File: config.mk
export PLATFORM = sky130hd
export DESIGN_NAME = breathe_sequencer
export DESIGN_NICKNAME = d
export VERILOG_FILES = /design/src/rtl/breathe_sequencer.sv
export SDC_FILE = /design/constraint.sdc
export NUM_CORES = 1
export LEC_CHECK = 0
export BUFFER_PORTS_ARGS = -buffer_cell sky130_fd_sc_hd__buf_2
export CORE_MARGIN = 1.5
export CORE_UTILIZATION = 55
export DETAILED_ROUTE_END_ITERATION = 8
export PLACE_DENSITY = 0.8
export SLEW_MARGIN = 20
export SYNTH_ARGS = -nofsm -noshare
export SYNTH_HDL_FRONTEND = slang
export SYNTH_SLANG_ARGS = --single-unit
File: constraint.sdc
create_clock -name Sys_Clk0 -period 5.85 [get_ports Sys_Clk0]
set_clock_uncertainty 0.05 [all_clocks]
set_input_delay 0.585 -clock Sys_Clk0 [delete_from_list [all_inputs] [get_ports Sys_Clk0]]
set_output_delay 0.585 -clock Sys_Clk0 [all_outputs]
set_load 0.05 [all_outputs]
File: src/rtl/breathe_sequencer.sv
// rtl/breathe_sequencer.sv - RGB breathe/solid PWM sequencer stepping through a colour pattern table
module breathe_sequencer #(
    parameter int NUM_CH             = 3,
    parameter int PWM_BITS           = 8,
    parameter int PERIOD_W           = 24,
    parameter int NUM_PATTERNS       = 6,
    parameter logic [NUM_CH*NUM_PATTERNS-1:0] PATTERN_TABLE = 18'b110_101_011_001_010_100,
    parameter int CYCLES_PER_PATTERN = 2
) (
    input  logic                Sys_Clk0,
    input  logic                Sys_Clk0_Rst_n,
    input  logic                enable_i,
    input  logic [1:0]          mode_i,
    input  logic [PERIOD_W-1:0] period_i,
    input  logic [PWM_BITS-1:0] brightness_i,
    output logic [NUM_CH-1:0]   led_o,
    output logic [PWM_BITS-1:0] level_o,
    output logic [3:0]          pattern_idx_o,
    output logic                pattern_adv_o
);

    localparam int PH_W  = PWM_BITS + 1;
    localparam int CYC_W = (CYCLES_PER_PATTERN > 1) ? $clog2(CYCLES_PER_PATTERN) : 1;
    localparam logic [CYC_W-1:0] CYC_LAST = CYC_W'(CYCLES_PER_PATTERN - 1);
    localparam logic [3:0]       IDX_LAST = 4'(NUM_PATTERNS - 1);
    localparam logic [1:0]       MODE_SOLID   = 2'b01;
    localparam logic [1:0]       MODE_BREATHE = 2'b10;

    logic [PERIOD_W-1:0] presc_q, presc_d;
    logic [PH_W-1:0]     phase_q, phase_d;
    logic [PWM_BITS-1:0] pwm_q, pwm_d;
    logic [CYC_W-1:0]    cyc_q, cyc_d;
    logic [3:0]          idx_q, idx_d;
    logic [1:0]          mode_hist_q, mode_hist_d;
    logic [NUM_CH-1:0]   led_q, led_d;
    logic                adv_q, adv_d;

    logic                active, breathe, mode_change;
    logic [PERIOD_W-1:0] per_last;
    logic                presc_done, step_tick, phase_wrap, group_done;
    logic [PWM_BITS-1:0] level, duty;
    logic                pwm_on;
    logic [NUM_CH-1:0]   pattern_bits;

    always_comb begin
        active      = enable_i & ((mode_i == MODE_SOLID) | (mode_i == MODE_BREATHE));
        breathe     = (mode_i == MODE_BREATHE);
        mode_change = (mode_i != mode_hist_q);

        // >= so that shrinking period_i mid-step ends the step immediately
        per_last    = (period_i == '0) ? '0 : period_i - 1'b1;
        presc_done  = (presc_q >= per_last);
        step_tick   = active & ~mode_change & presc_done;
        phase_wrap  = step_tick & breathe & (phase_q == '1);
        group_done  = phase_wrap & (cyc_q == CYC_LAST);

        level  = phase_q[PH_W-1] ? ~phase_q[PWM_BITS-1:0] : phase_q[PWM_BITS-1:0];
        duty   = '0;
        if (active) begin
            duty = breathe ? level : brightness_i;
        end
        pwm_on = (pwm_q < duty);

        pattern_bits = '0;
        for (int k = 0; k < NUM_PATTERNS; k++) begin
            if (idx_q == 4'(k)) begin
                pattern_bits = PATTERN_TABLE[k*NUM_CH +: NUM_CH];
            end
        end
    end

    always_comb begin
        presc_d     = presc_q;
        phase_d     = phase_q;
        pwm_d       = pwm_q;
        cyc_d       = cyc_q;
        mode_hist_d = mode_i;

        if (!active || mode_change) begin
            presc_d = '0;
            phase_d = '0;
            pwm_d   = '0;
            cyc_d   = '0;
        end else begin
            pwm_d   = pwm_q + 1'b1;
            presc_d = presc_done ? '0 : presc_q + 1'b1;
            // Solid mode lets the prescaler run but freezes phase and cycle count
            if (step_tick && breathe) begin
                phase_d = phase_q + 1'b1;
                if (phase_wrap) begin
                    cyc_d = group_done ? '0 : cyc_q + 1'b1;
                end
            end
        end

        idx_d = idx_q;
        if (group_done) begin
            idx_d = (idx_q == IDX_LAST) ? 4'd0 : idx_q + 4'd1;
        end
        adv_d = group_done;
        led_d = active ? (pattern_bits & {NUM_CH{pwm_on}}) : '0;
    end

    always_ff @(posedge Sys_Clk0 or negedge Sys_Clk0_Rst_n) begin
        if (!Sys_Clk0_Rst_n) begin
            presc_q     <= '0;
            phase_q     <= '0;
            pwm_q       <= '0;
            cyc_q       <= '0;
            idx_q       <= '0;
            mode_hist_q <= '0;
            led_q       <= '0;
            adv_q       <= 1'b0;
        end else begin
            presc_q     <= presc_d;
            phase_q     <= phase_d;
            pwm_q       <= pwm_d;
            cyc_q       <= cyc_d;
            idx_q       <= idx_d;
            mode_hist_q <= mode_hist_d;
            led_q       <= led_d;
            adv_q       <= adv_d;
        end
    end

    // level_o follows duty combinationally, so it is gated to read 0 while reset is held
    assign level_o       = Sys_Clk0_Rst_n ? duty : '0;
    assign led_o         = led_q;
    assign pattern_idx_o = idx_q;
    assign pattern_adv_o = adv_q;

endmodule

==> reports/qor.csv, run 1 <==
stage,metric,value,unit
synth,most frequent cells after synthesis,"59 x nor2_1, 52 x dfrtp_1, 50 x nand2_1",
clock_network,clk root buf,clkbuf_8,
routing,total number of vias,3298,
setup_path,WP buf/inv,1,
final_layout,final net count,564,
setup_path,crit end category,flip-flop,
routing,WL/cell,13.9,µm
synth,mapped cell area,0.00386,mm²
synth,xor-xnor portion of the synthesized cell area,13.1,%
synth,Synth Instances,442,
synth,Synth Area in Adders,12.3,%
floorplan,io pins,53,
sta,Slew @ Worst Pin,0.819,ns
synth,"Seq/Total Area, Yosys",33.7,%
setup_path,Required @ worst endpoint,5.99,ns
synth,Syn Area/Cell,8.74,µm²
final_layout,area grow syn2layout,10.7,%
status,status,finished clean,
global_route,initial antenna violation count,0,
synth,Synth area leader,dfrtp_1,
synth,library cells used by synthesis,50,
global_route,vias in the first global route,3235,
clock_network,CTS max path bufs,2,
synth,Post-synth ARST share,100,%
global_route,gr usage total,23.6,%
clock_network,clk_lat worst skew,0.31,ns
setup_path,crit path max fanout,26,
synth,syn nets,517,
sta,fmax,0.206,GHz
placement,DP HPWL,6280,µm
clock_network,post_cts resized,0,
floorplan,Initial Util,56.9,%
synth,Main synth FF type,dfrtp_1,
setup_path,Top Family by Delay on Critical Path,simple AND/OR/NAND/NOR gates,
power_and_ir_drop,Peak VDD IR,0.110,mV
floorplan,Die W,86.8,µm
final_layout,layout cells sized above 1,14.3,%
final_layout,Reg area,0.00130,mm²
sta,Final min period,4.85,ns
clock_network,CTS Hold Bufs,0,
global_route,total gr overflow,0,
global_route,first-pass GRT wire length,14400,µm
routing,residual DRC count,0,
setup_path,startpoint types,primary input,
clock_network,clk slew on worst S/H paths,0.10,ns
setup_path,critical path class,in2reg,
clock_network,total CTS buffers,5,
synth,largest family of logic cells by synthesized area,simple AND/OR/NAND/NOR gates,
sta,Final setup viols,0,
routing,DRT antenna net count,0,
routing,DR vias/cell,5.63,
sta,hold_ws,0.324,ns
placement,RD Place Congestion,0.897,
routing,Initial DRT Pass Iterations,4,
sta,Max transition margin,45.4,%
synth,post-synthesis compound-gate area fraction,10.4,%
floorplan,die area,0.00754,mm²
floorplan,Row Count,30,
synth,Area contributors post-synth,"dfrtp_1 34%, ha_1 12%, xor2_1 7.9%",
sta,crit share post-route,82.8,%
floorplan,Core ar.,0.00679,mm²
clock_network,Post-CTS Setup Bufs,0,
synth,most numerous cell in the Yosys netlist,nor2_1,
setup_path,CP peak stage delay,0.54,ns
setup_path,worst-path cell chain,buf_2 > or4_4 > or3_4 > or4_4 > nor4_4 > nand3_1 > a32oi_1 > ha_1 > nand4_1 > nor4_1 > nand4_1 > o2111a_1 > nor4b_1 > mux2_2,
synth,synth warn,0,
final_layout,Antenna Cells,0,
synth,Synth Register Bits,52,
run,max cap viols,0,
synth,number of enable flip-flop cells after synthesis,0,
synth,post-synthesis mux area share,0.550,%
synth,Synth top area share,33.7,%
sta,"Hold Vio Cnt, Final",0,
setup_path,Critical Path AT,4.98,ns
sta,Slew Limit Fails,0,
power_and_ir_drop,Pleak,1.98,nW
placement,Port Buf Inserts,52,
final_layout,# fillers,612,
global_route,pin count of the biggest net entering global routing,54,
worst_hold_path,Hold/Removal Path Class,in2async,
final_layout,Multi-input gate area,0.00245,mm²
sta,RSZ-0062 raised after global routing,false,
routing,DRT Wirelength,8150,µm
power_and_ir_drop,PD cells,154,mW/mm²
clock_network,H-tree depth,2,
floorplan,Vert. Die Dim,86.8,µm
clock_network,Clock Sinks,52,
setup_path,slowest CP cell,or4_4,
synth,"share of synthesized cell area in and, or, nand and nor gates",27.2,%
clock_network,CTS tree,done,
routing,DRT iter0 DRCs,159,
setup_path,reg2reg setup slack,2.86,ns
sta,TNS Setup,0,ns
[metrics by stage]
step / instance area, µm² / instances / worst slack, ns / utilization (%) / total power [mW]
2_1_floorplan: 3860 / 442 / 1.25 / - / 0.419
3_3_place_gp: 4190 / 578 / 0.847 / 61.6 / 0.455
3_5_place_dp: 4190 / 578 / 0.704 / 61.6 / 0.458
4_1_cts: 4280 / 586 / 1.03 / 63.0 / 0.671
5_1_grt: 4280 / 586 / 0.789 / 63.0 / 0.696
6_report: 4280 / 586 / 1.00 / 63.0 / 0.660
[cells in the final DEF (no fill, tap or decap), drive strengths merged, types with 2 or more instances in the layout]
cell type	netlist	final
nor2	59	59
buf	4	54
dfrtp	52	52
nand2	50	50
ha	38	38
xor2	35	35
nand3	24	24
xnor2	23	23
a21oi	19	19
o21ai	14	14
nor3	12	12
or3	11	11
inv	9	10
and3	9	9
nand4	8	8
nor4	8	8
nor2b	7	7
o211ai	7	7
clkbuf	10	5
nand2b	5	5
a2111oi	4	4
or4	4	4
nand3b	3	3
a31oi	3	3
o21a	2	2
o2111ai	2	2
a21o	2	2
clkinv	0	2
and2	2	2
[worst paths after layout]
check | cells after the start | to | startpoint
setup / recovery | 14 | pattern_idx_o[1]$_DFFE_PN0P_ | period_i[11]
hold / removal | 2 | mode_hist_q[0]$_DFF_PN0_ | Sys_Clk0_Rst_n
setup reg to reg | 8 | pattern_idx_o[2]$_DFFE_PN0P_ | presc_q[0]$_DFF_PN0_
hold reg to reg | 1 | presc_q[0]$_DFF_PN0_ | presc_q[0]$_DFF_PN0_
max in group asynchronous | 2 | led_o[0]$_DFF_PN0_ | Sys_Clk0_Rst_n
min in group Sys_Clk0 | 1 | mode_hist_q[1]$_DFF_PN0_ | mode_i[1]
[worst register-to-register path: stages, from the launching register on]
cell and delay, ns:
dfrtp_1 0.43, inv_1 0.07, ha_1 0.28, nand2b_1 0.14
a2111o_1 0.42, a31oi_1 0.23, o2111a_1 0.74, nor3_1 0.24
a31o_2 0.28
[layer usage]
metal | vias up | track usage (%) | wire length, µm
met3 | 9 | 2.95 | 279
met5 | - | 0 | 0
met1 | 1572 | 32.4 | 3890
li1 | 1651 | - | -
met2 | 66 | 39.0 | 3880
met4 | 0 | 6.74 | 101
[area by class of cell]
type                    count  share of cell area [%]
clock inverters             3                   0.614
flip-flops and latches     52                    30.4
multi-input cells         367                    57.4
repair buffers             54                    6.43
clock buffers               5                    1.61
inverters                   9                   0.789
well taps                  96                    2.81
[where the power goes]
group / switching, mW / total (mW) / internal (mW)
combinational: 0.0565 / 0.0887 / 0.0322
sequential: 0.00141 / 0.362 / 0.361
clock: 0.122 / 0.210 / 0.0873
total: 0.180 / 0.660 / 0.480
[cell families after synthesis]
logic type | after synthesis
fa+ha+maj | 38
mux | 2
flops | 52
buf+inv | 23
simple gates | 207
xor+xnor | 58
compound gates | 62
[sequential cells by signal, summed over array words and instances (netlist names)]
name and count:
presc_q 24, led_o 3, pattern_idx_o 4, phase_q 9, mode_hist_q 2, pattern_adv_o 1
cyc_q 1, pwm_q 8
(Power assumes the default switching activity.)
==> run 2, diff against run 1 <==
- ABC_AREA: unset -> 1
- CORE_UTILIZATION: 55 -> 54
- PLACE_DENSITY: 0.8 -> 0.81
- clock period: 5.85 -> 4.1 ns (I/O delays scaled with it)
==> run 2 against run 1 <==
Net effect: sequential share of layout area decreased by 3.0 points; power grew 48%; die area rose by 13%; register-to-register slack worse by 1.0 ns; largest power group unchanged; critical path type unchanged.
==> reports/qor.csv, run 2 <==
stage,metric,value,unit,change
status,status,finished clean,,
floorplan,Row Count,32,,+6.7%
routing,Initial DRT Pass Iterations,6,,+2
final_layout,Reg area,0.00130,mm²,unchanged
routing,Met1 Routed Length,4160,µm,+7.0%
sta,Final min period,3.15,ns,
floorplan,io pins,53,,unchanged
final_layout,area grow syn2layout,10.4,%,
synth,Area contributors post-synth,"dfrtp_1 30%, nand2_1 13%, ha_1 11%",,
power_and_ir_drop,Pleak,2.52,nW,+28%
global_route,vias in the first global route,3838,,+19%
final_layout,"most common cell after layout, fill and taps aside",nand2_1,,
floorplan,Vert. Die Dim,92.3,µm,+6.2%
clock_network,CTS tree,done,,
routing,DR vias/cell,5.26,,-6.5%
synth,most frequent cells after synthesis,"145 x nand2_1, 109 x nor2_1, 60 x inv_1",,
routing,highest metal layer with signal wires,met4,,
clock_network,H-tree depth,2,,unchanged
final_layout,fin util,61.5,%,-1.5 points
synth,Synth Register Bits,52,,unchanged
power_and_ir_drop,Sw Ratio,28.3,%,+0.98 points
synth,number of enable flip-flop cells after synthesis,0,,unchanged
routing,residual DRC count,0,,unchanged
setup_path,startpoint types,primary input,,
routing,DRT Wirelength,9260,µm,+14%
setup_path,crit path max fanout,12,,-54%
power_and_ir_drop,Flop pwr share,52.8,%,-2.0 points
power_and_ir_drop,Peak VDD IR,0.146,mV,+33%
power_and_ir_drop,Internal Dissipation,0.703,mW,+46%
routing,DRT antenna net count,0,,unchanged
global_route,initial antenna violation count,0,,unchanged
power_and_ir_drop,net switching power,0.277,mW,+54%
sta,Final setup viols,0,,unchanged
clock_network,Post-CTS Setup Bufs,0,,unchanged
synth,synth warn,0,,unchanged
worst_hold_path,Hold/Removal Path Class,in2async,,
placement,RD Place Congestion,0.871,,-2.8%
setup_path,Critical Path AT,3.35,ns,-1.63 ns
setup_path,crit end category,flip-flop,,
setup_path,critical path class,in2reg,,
routing,WL/cell,12.1,µm,-13%
placement,pre-CTS setup slack,0.671,ns,-0.0332 ns
floorplan,Die W,92.3,µm,+6.2%
synth,Post-synth ARST share,100,%,unchanged
clock_network,clk_lat worst skew,0.31,ns,about the same
clock_network,clk root buf,clkbuf_8,,
power_and_ir_drop,Tot Pwr,0.980,mW,+48%
sta,crit share post-route,76.7,%,
setup_path,Required @ worst endpoint,4.30,ns,-1.69 ns
power_and_ir_drop,Comb pwr share,15.3,%,+1.9 points
synth,Synth area leader,dfrtp_1,,
power_and_ir_drop,clock group share of total power,31.9,%,about the same
run,max cap viols,0,,unchanged
sta,fmax,0.318,GHz,
final_layout,biggest regs,"presc_q x24, phase_q x9, pwm_q x8",,
final_layout,max FFs per register,24,,unchanged
clock_network,post_cts resized,0,,unchanged
synth,syn nets,686,,+33%
clock_network,CTS Hold Bufs,0,,unchanged
synth,Syn Area/Cell,7.04,µm²,-19%
synth,Main synth FF type,dfrtp_1,,
final_layout,# fillers,700,,+14%
synth,most numerous cell in the Yosys netlist,nand2_1,,
synth,mapped cell area,0.00430,mm²,+11%
final_layout,Biggest register,presc_q,,
floorplan,die area,0.00851,mm²,+13%
global_route,gr usage total,23.5,%,-0.12 points
synth,Synth top area share,30.3,%,-3.4 points
floorplan,Initial Util,55.7,%,-1.2 points
power_and_ir_drop,PD cells,206,mW/mm²,+34%
sta,RSZ-0062 raised after global routing,false,,
sta,Slew Limit Fails,0,,unchanged
sta,PnR worst setup slack,0.953,ns,-0.0504 ns
placement,Port Buf Inserts,52,,unchanged
synth,"Seq/Total Area, Yosys",30.3,%,-3.4 points
synth,Synth Instances,611,,+38%
floorplan,Core ar.,0.00773,mm²,+14%
global_route,first-pass GRT wire length,16400,µm,+14%
final_layout,layout cells sized above 1,16.1,%,+1.8 points
placement,DP HPWL,7510,µm,+20%
routing,Met2 Wirelength,4640,µm,+20%
sta,TNS Setup,0,ns,unchanged
routing,DR WL met3,289,µm,+3.6%
clock_network,clk slew on worst S/H paths,0.11,ns,about the same
sta,Max transition margin,55.7,%,+10 points
routing,DRT iter0 DRCs,126,,-21%
clock_network,total CTS buffers,5,,unchanged
sta,"Hold Vio Cnt, Final",0,,unchanged
sta,Slew @ Worst Pin,0.664,ns,-0.155 ns
routing,total number of vias,4032,,+22%
final_layout,most frequent cells in the layout,"145 x nand2_1, 109 x nor2_1, 60 x inv_1, 52 x dfrtp_1, 52 x buf_2",,
global_route,pin count of the biggest net entering global routing,54,,unchanged
global_route,total gr overflow,0,,unchanged
final_layout,final net count,738,,+31%
synth,library cells used by synthesis,40,,-20%
clock_network,CTS max path bufs,2,,unchanged
final_layout,Multi-input gate area,0.00271,mm²,+10%
clock_network,Clock Sinks,52,,unchanged
final_layout,Antenna Cells,0,,unchanged
run 2: cell count changes after synthesis, sizes merged, moves of 8 or more:
cell / delta
nand2: +106
nor2: +58
inv: +55
or2: +14
xor2: -14
xnor2: -13
or3: -11
o21ai: +9
and3: -8
run 2: power by group through the flow:
| stage | combinational, mW | sequential (mW) | clock [mW] |
|---|---|---|---|
| after CTS | 0.152 | 0.517 | 0.320 |
| after global routing | 0.171 | 0.518 | 0.341 |
| after floorplan | 0.0889 | 0.531 | 0 |
| final | 0.150 | 0.517 | 0.313 |
| after detailed placement | 0.151 | 0.527 | 0 |
| after global placement | 0.146 | 0.527 | 0 |
run 2: cells by family after synthesis:
group	count (synthesis)	share of synthesized area [%]
buffers and inverters	73	6.78
XOR/XNOR	31	6.31
AO/OA/AOI/OAI	53	6.92
adder cells (fa/ha/maj)	38	11.1
flip-flops	52	30.3
AND/OR/NAND/NOR	364	38.7
run 2: layer usage:
metal	global-route usage [%]	vias to the layer above
met1	28.1	1841
li1	-	2077
met4	7.18	0
met2	44.1	98
met5	0	-
met3	1.82	16
run 2: critical path: stages:
cell	delay, ns
buf_2	0.09
inv_1	0.10
ha_1	0.22
nand2_1	0.15
nor2_1	0.17
nor4b_1	0.39
or2_2	0.18
nand3_1	0.07
ha_1	0.28
nand2_1	0.06
nor2_1	0.14
nand3_1	0.11
nor2_1	0.13
nand2_1	0.14
a21oi_2	0.46
nand4_1	0.16
nand2_1	0.10
run 2: area by class of cell:
| class | count | area share [%] |
|---|---|---|
| Tap cell | 102 | 2.69 |
| Multi-Input combinational cell | 486 | 57.0 |
| Timing Repair Buffer | 54 | 5.79 |
| Sequential cell | 52 | 27.4 |
| Clock inverter | 2 | 0.316 |
| Inverter | 64 | 5.06 |
| Clock buffer | 6 | 1.74 |
run 2: final timing paths:
check                                     start                           end  slack, ns  cells past startpoint
max in group asynchronous        Sys_Clk0_Rst_n        phase_q[1]$_DFFE_PN0P_       3.40                      2
min in group Sys_Clk0                 mode_i[0]      mode_hist_q[0]$_DFF_PN0_       0.18                      1
setup / recovery                    period_i[0]  pattern_idx_o[3]$_DFFE_PN0P_       0.95                     17
setup reg to reg           presc_q[7]$_DFF_PN0_         presc_q[20]$_DFF_PN0_       1.83                     12
hold reg to reg            presc_q[0]$_DFF_PN0_          presc_q[0]$_DFF_PN0_       0.42                      1
hold / removal                   Sys_Clk0_Rst_n        phase_q[2]$_DFFE_PN0P_       0.16                      2
run 2: stage by stage:
step / hold slack, ns / cell area [µm²] / cells
2_1_floorplan: 0.0644 / 4300 / 611
3_3_place_gp: 0.400 / 4650 / 758
3_5_place_dp: 0.410 / 4650 / 758
4_1_cts: 0.170 / 4750 / 766
5_1_grt: 0.161 / 4750 / 766
6_report: 0.163 / 4750 / 766
==> run 3, diff against run 2 <==
- CORE_UTILIZATION: 54 -> 55
- PLACE_DENSITY: 0.81 -> 0.79
- clock period: 4.1 -> 2.9 ns (I/O delays scaled with it)
==> run 3 against run 2 <==
Net effect: power is 50% higher; combinational power up 65%; global-route usage grew 1.0 points; sequential power grew 41%; final area up 8.6%; routed wire length grew 6.3%; critical endpoint is now presc_q[4]$_DFF_PN0_.
==> reports/qor.csv, run 3 (synthesis gave the netlist of run 2 again) <==
stage,metric,value,unit,change
power_and_ir_drop,Tot Pwr,1.47,mW,+50%
final_layout,most frequent cells in the layout,"144 x nand2_1, 105 x nor2_1, 60 x inv_1, 52 x dfrtp_1, 52 x buf_2",,
final_layout,biggest regs,"presc_q x24, phase_q x9, pwm_q x8",,
clock_network,Clock Sinks,52,,unchanged
placement,Port Buf Inserts,52,,unchanged
final_layout,final net count,781,,+5.8%
clock_network,clk root buf,clkbuf_8,,
clock_network,clk slew on worst S/H paths,0.09,ns,-0.02 ns
sta,crit share post-route,92.5,%,
sta,fmax,0.373,GHz,
placement,placed cell areas,0.00499,mm²,+7.3%
routing,DRT antenna net count,0,,unchanged
routing,total number of vias,4216,,+4.6%
final_layout,Biggest register,presc_q,,
power_and_ir_drop,Pleak,2.76,nW,+9.5%
setup_path,Required @ worst endpoint,3.06,ns,-1.24 ns
global_route,initial antenna violation count,0,,unchanged
worst_hold_path,Hold/Removal Path Class,in2async,,
global_route,gr usage total,24.5,%,+1.0 points
clock_network,clk_lat worst skew,0.30,ns,about the same
floorplan,Initial Util,56.3,%,+0.58 points
clock_network,CTS max path bufs,2,,unchanged
sta,Final min period,2.68,ns,
setup_path,WP buf/inv,5,,+3
sta,Final setup viols,0,,unchanged
setup_path,Top Family by Delay on Critical Path,simple AND/OR/NAND/NOR gates,,
setup_path,startpoint types,primary input,,
clock_network,CTS tree,done,,
final_layout,max FFs per register,24,,unchanged
sta,TNS Setup,0,ns,unchanged
setup_path,crit-path most repeated cell,nand2_1,,
placement,RD Place Congestion,0.983,,+13%
final_layout,layout cells sized above 1,22.3,%,+6.2 points
power_and_ir_drop,Peak VDD IR,0.240,mV,+65%
power_and_ir_drop,PD cells,285,mW/mm²,+38%
floorplan,die area,0.00836,mm²,-1.8%
clock_network,CTS Hold Bufs,0,,unchanged
clock_network,total CTS buffers,5,,unchanged
final_layout,design area,0.00516,mm²,+8.6%
final_layout,area grow syn2layout,20.0,%,
final_layout,Multi-input gate area,0.00276,mm²,+1.8%
routing,DRT Wirelength,9840,µm,+6.3%
floorplan,Row Count,32,,unchanged
placement,placed cell count,800,,+5.5%
sta,"Hold Vio Cnt, Final",0,,unchanged
global_route,pin count of the biggest net entering global routing,53,,-1.9%
setup_path,crit end category,flip-flop,,
final_layout,Antenna Cells,0,,unchanged
setup_path,CP peak stage delay,0.30,ns,-0.16 ns
status,status,finished clean,,
sta,Slew Limit Fails,0,,unchanged
routing,Initial DRT Pass Iterations,4,,-2
routing,WL/cell,12.2,µm,+0.66%
setup_path,crit path max fanout,15,,+3
sta,Slew @ Worst Pin,0.646,ns,-0.0183 ns
final_layout,Final Non-Filler Cells,809,,+5.6%
final_layout,Reg area,0.00130,mm²,unchanged
final_layout,# fillers,680,,-2.9%
sta,Max transition margin,57.0,%,+1.2 points
routing,residual DRC count,0,,unchanged
setup_path,critical path class,in2reg,,
floorplan,Core ar.,0.00765,mm²,-1.0%
floorplan,Die W,91.4,µm,-0.88%
global_route,total gr overflow,0,,unchanged
setup_path,worst-path cell chain,buf_2 > nor2_1 > nand2_1 > nor2_2 > nand2_1 > inv_2 > nand2_2 > inv_1 > nand2_1 > nor2_2 > or2_1 > nand3_1 > ha_1 > a21o_1 > nor2_1 > nand2_1 > a21oi_4 > nand2_4 > inv_2 > nand2_2 > buf_12 > nor3b_1,,
final_layout,"most common cell after layout, fill and taps aside",nand2_1,,
floorplan,Vert. Die Dim,91.4,µm,-0.88%
final_layout,fin util,67.5,%,+6.0 points
run,max cap viols,0,,unchanged
setup_path,Critical Path AT,2.85,ns,-0.50 ns
floorplan,io pins,53,,unchanged
global_route,vias in the first global route,4096,,+6.7%
setup_path,slowest CP cell,ha_1,,
clock_network,H-tree depth,2,,unchanged
routing,DRT iter0 DRCs,160,,+27%
global_route,first-pass GRT wire length,16900,µm,+2.9%
routing,DR vias/cell,5.21,,-0.99%
placement,DP HPWL,7920,µm,+5.4%
## run 3: power breakdown
part / internal (mW) / switching (mW)
logic: 0.0990 / 0.148
registers: 0.729 / 0.00264
clock network: 0.256 / 0.237
total: 1.08 / 0.388
## run 3: per-layer routing
layer | up-vias | GRT usage, % | share of wire, %
li1 | 2157 | - | -
met4 | 0 | 11.2 | 3.1
met1 | 1920 | 27.4 | 43
met3 | 28 | 1.93 | 3.0
met5 | - | 0 | 0
met2 | 111 | 46.5 | 51
## run 3: path summary, 6_finish.rpt
kind | from | to | slack [ns] | cells after the start
hold / removal | Sys_Clk0_Rst_n | pwm_q[2]$_DFF_PN0_ | 0.06 | 2
min in group Sys_Clk0 | mode_i[0] | mode_hist_q[0]$_DFF_PN0_ | 0.06 | 1
hold reg to reg | presc_q[0]$_DFF_PN0_ | presc_q[0]$_DFF_PN0_ | 0.43 | 1
max in group asynchronous | Sys_Clk0_Rst_n | presc_q[18]$_DFF_PN0_ | 2.32 | 2
setup reg to reg | phase_q[8]$_DFFE_PN0P_ | led_o[0]$_DFF_PN0_ | 0.75 | 8
setup / recovery | period_i[3] | presc_q[4]$_DFF_PN0_ | 0.22 | 22
## run 3: timing repair
item / 4_1_cts / 5_1_grt
endpoints found under the hold margin: 0 / 0
endpoints found under the setup margin: 0 / 38
gates resized for setup: 0 / 11
setup buffers: 0 / 1
## run 3: final cells by class
class / count / share of cell area [%]
Inverter: 64 / 4.65
Clock buffer: 5 / 1.33
Timing Repair Buffer: 97 / 12.1
Clock inverter: 3 / 0.824
Tap cell: 102 / 2.47
Multi-Input combinational cell: 486 / 53.4
Sequential cell: 52 / 25.2
## run 3: worst register-to-register path: cells and delay by family (launching register included)
kind                       cells  cell delay, ns
AOI/OAI and AO/OA              3            0.63
DFF                            1            0.55
adders and majority gates      1            0.32
and+or+nand+nor                3            0.32
xor gates and xnor gates       1            0.22
## run 3: per-stage QoR
| stage | worst slack (ns) | hold slack, ns |
|---|---|---|
| after floorplan | 0.221 | -0.0556 |
| after global placement | -0.0922 | 0.370 |
| after detailed placement | -0.196 | 0.375 |
| after CTS | 0.122 | 0.0577 |
| after global routing | -0.0473 | 0.0425 |
| final | 0.216 | 0.0594 |
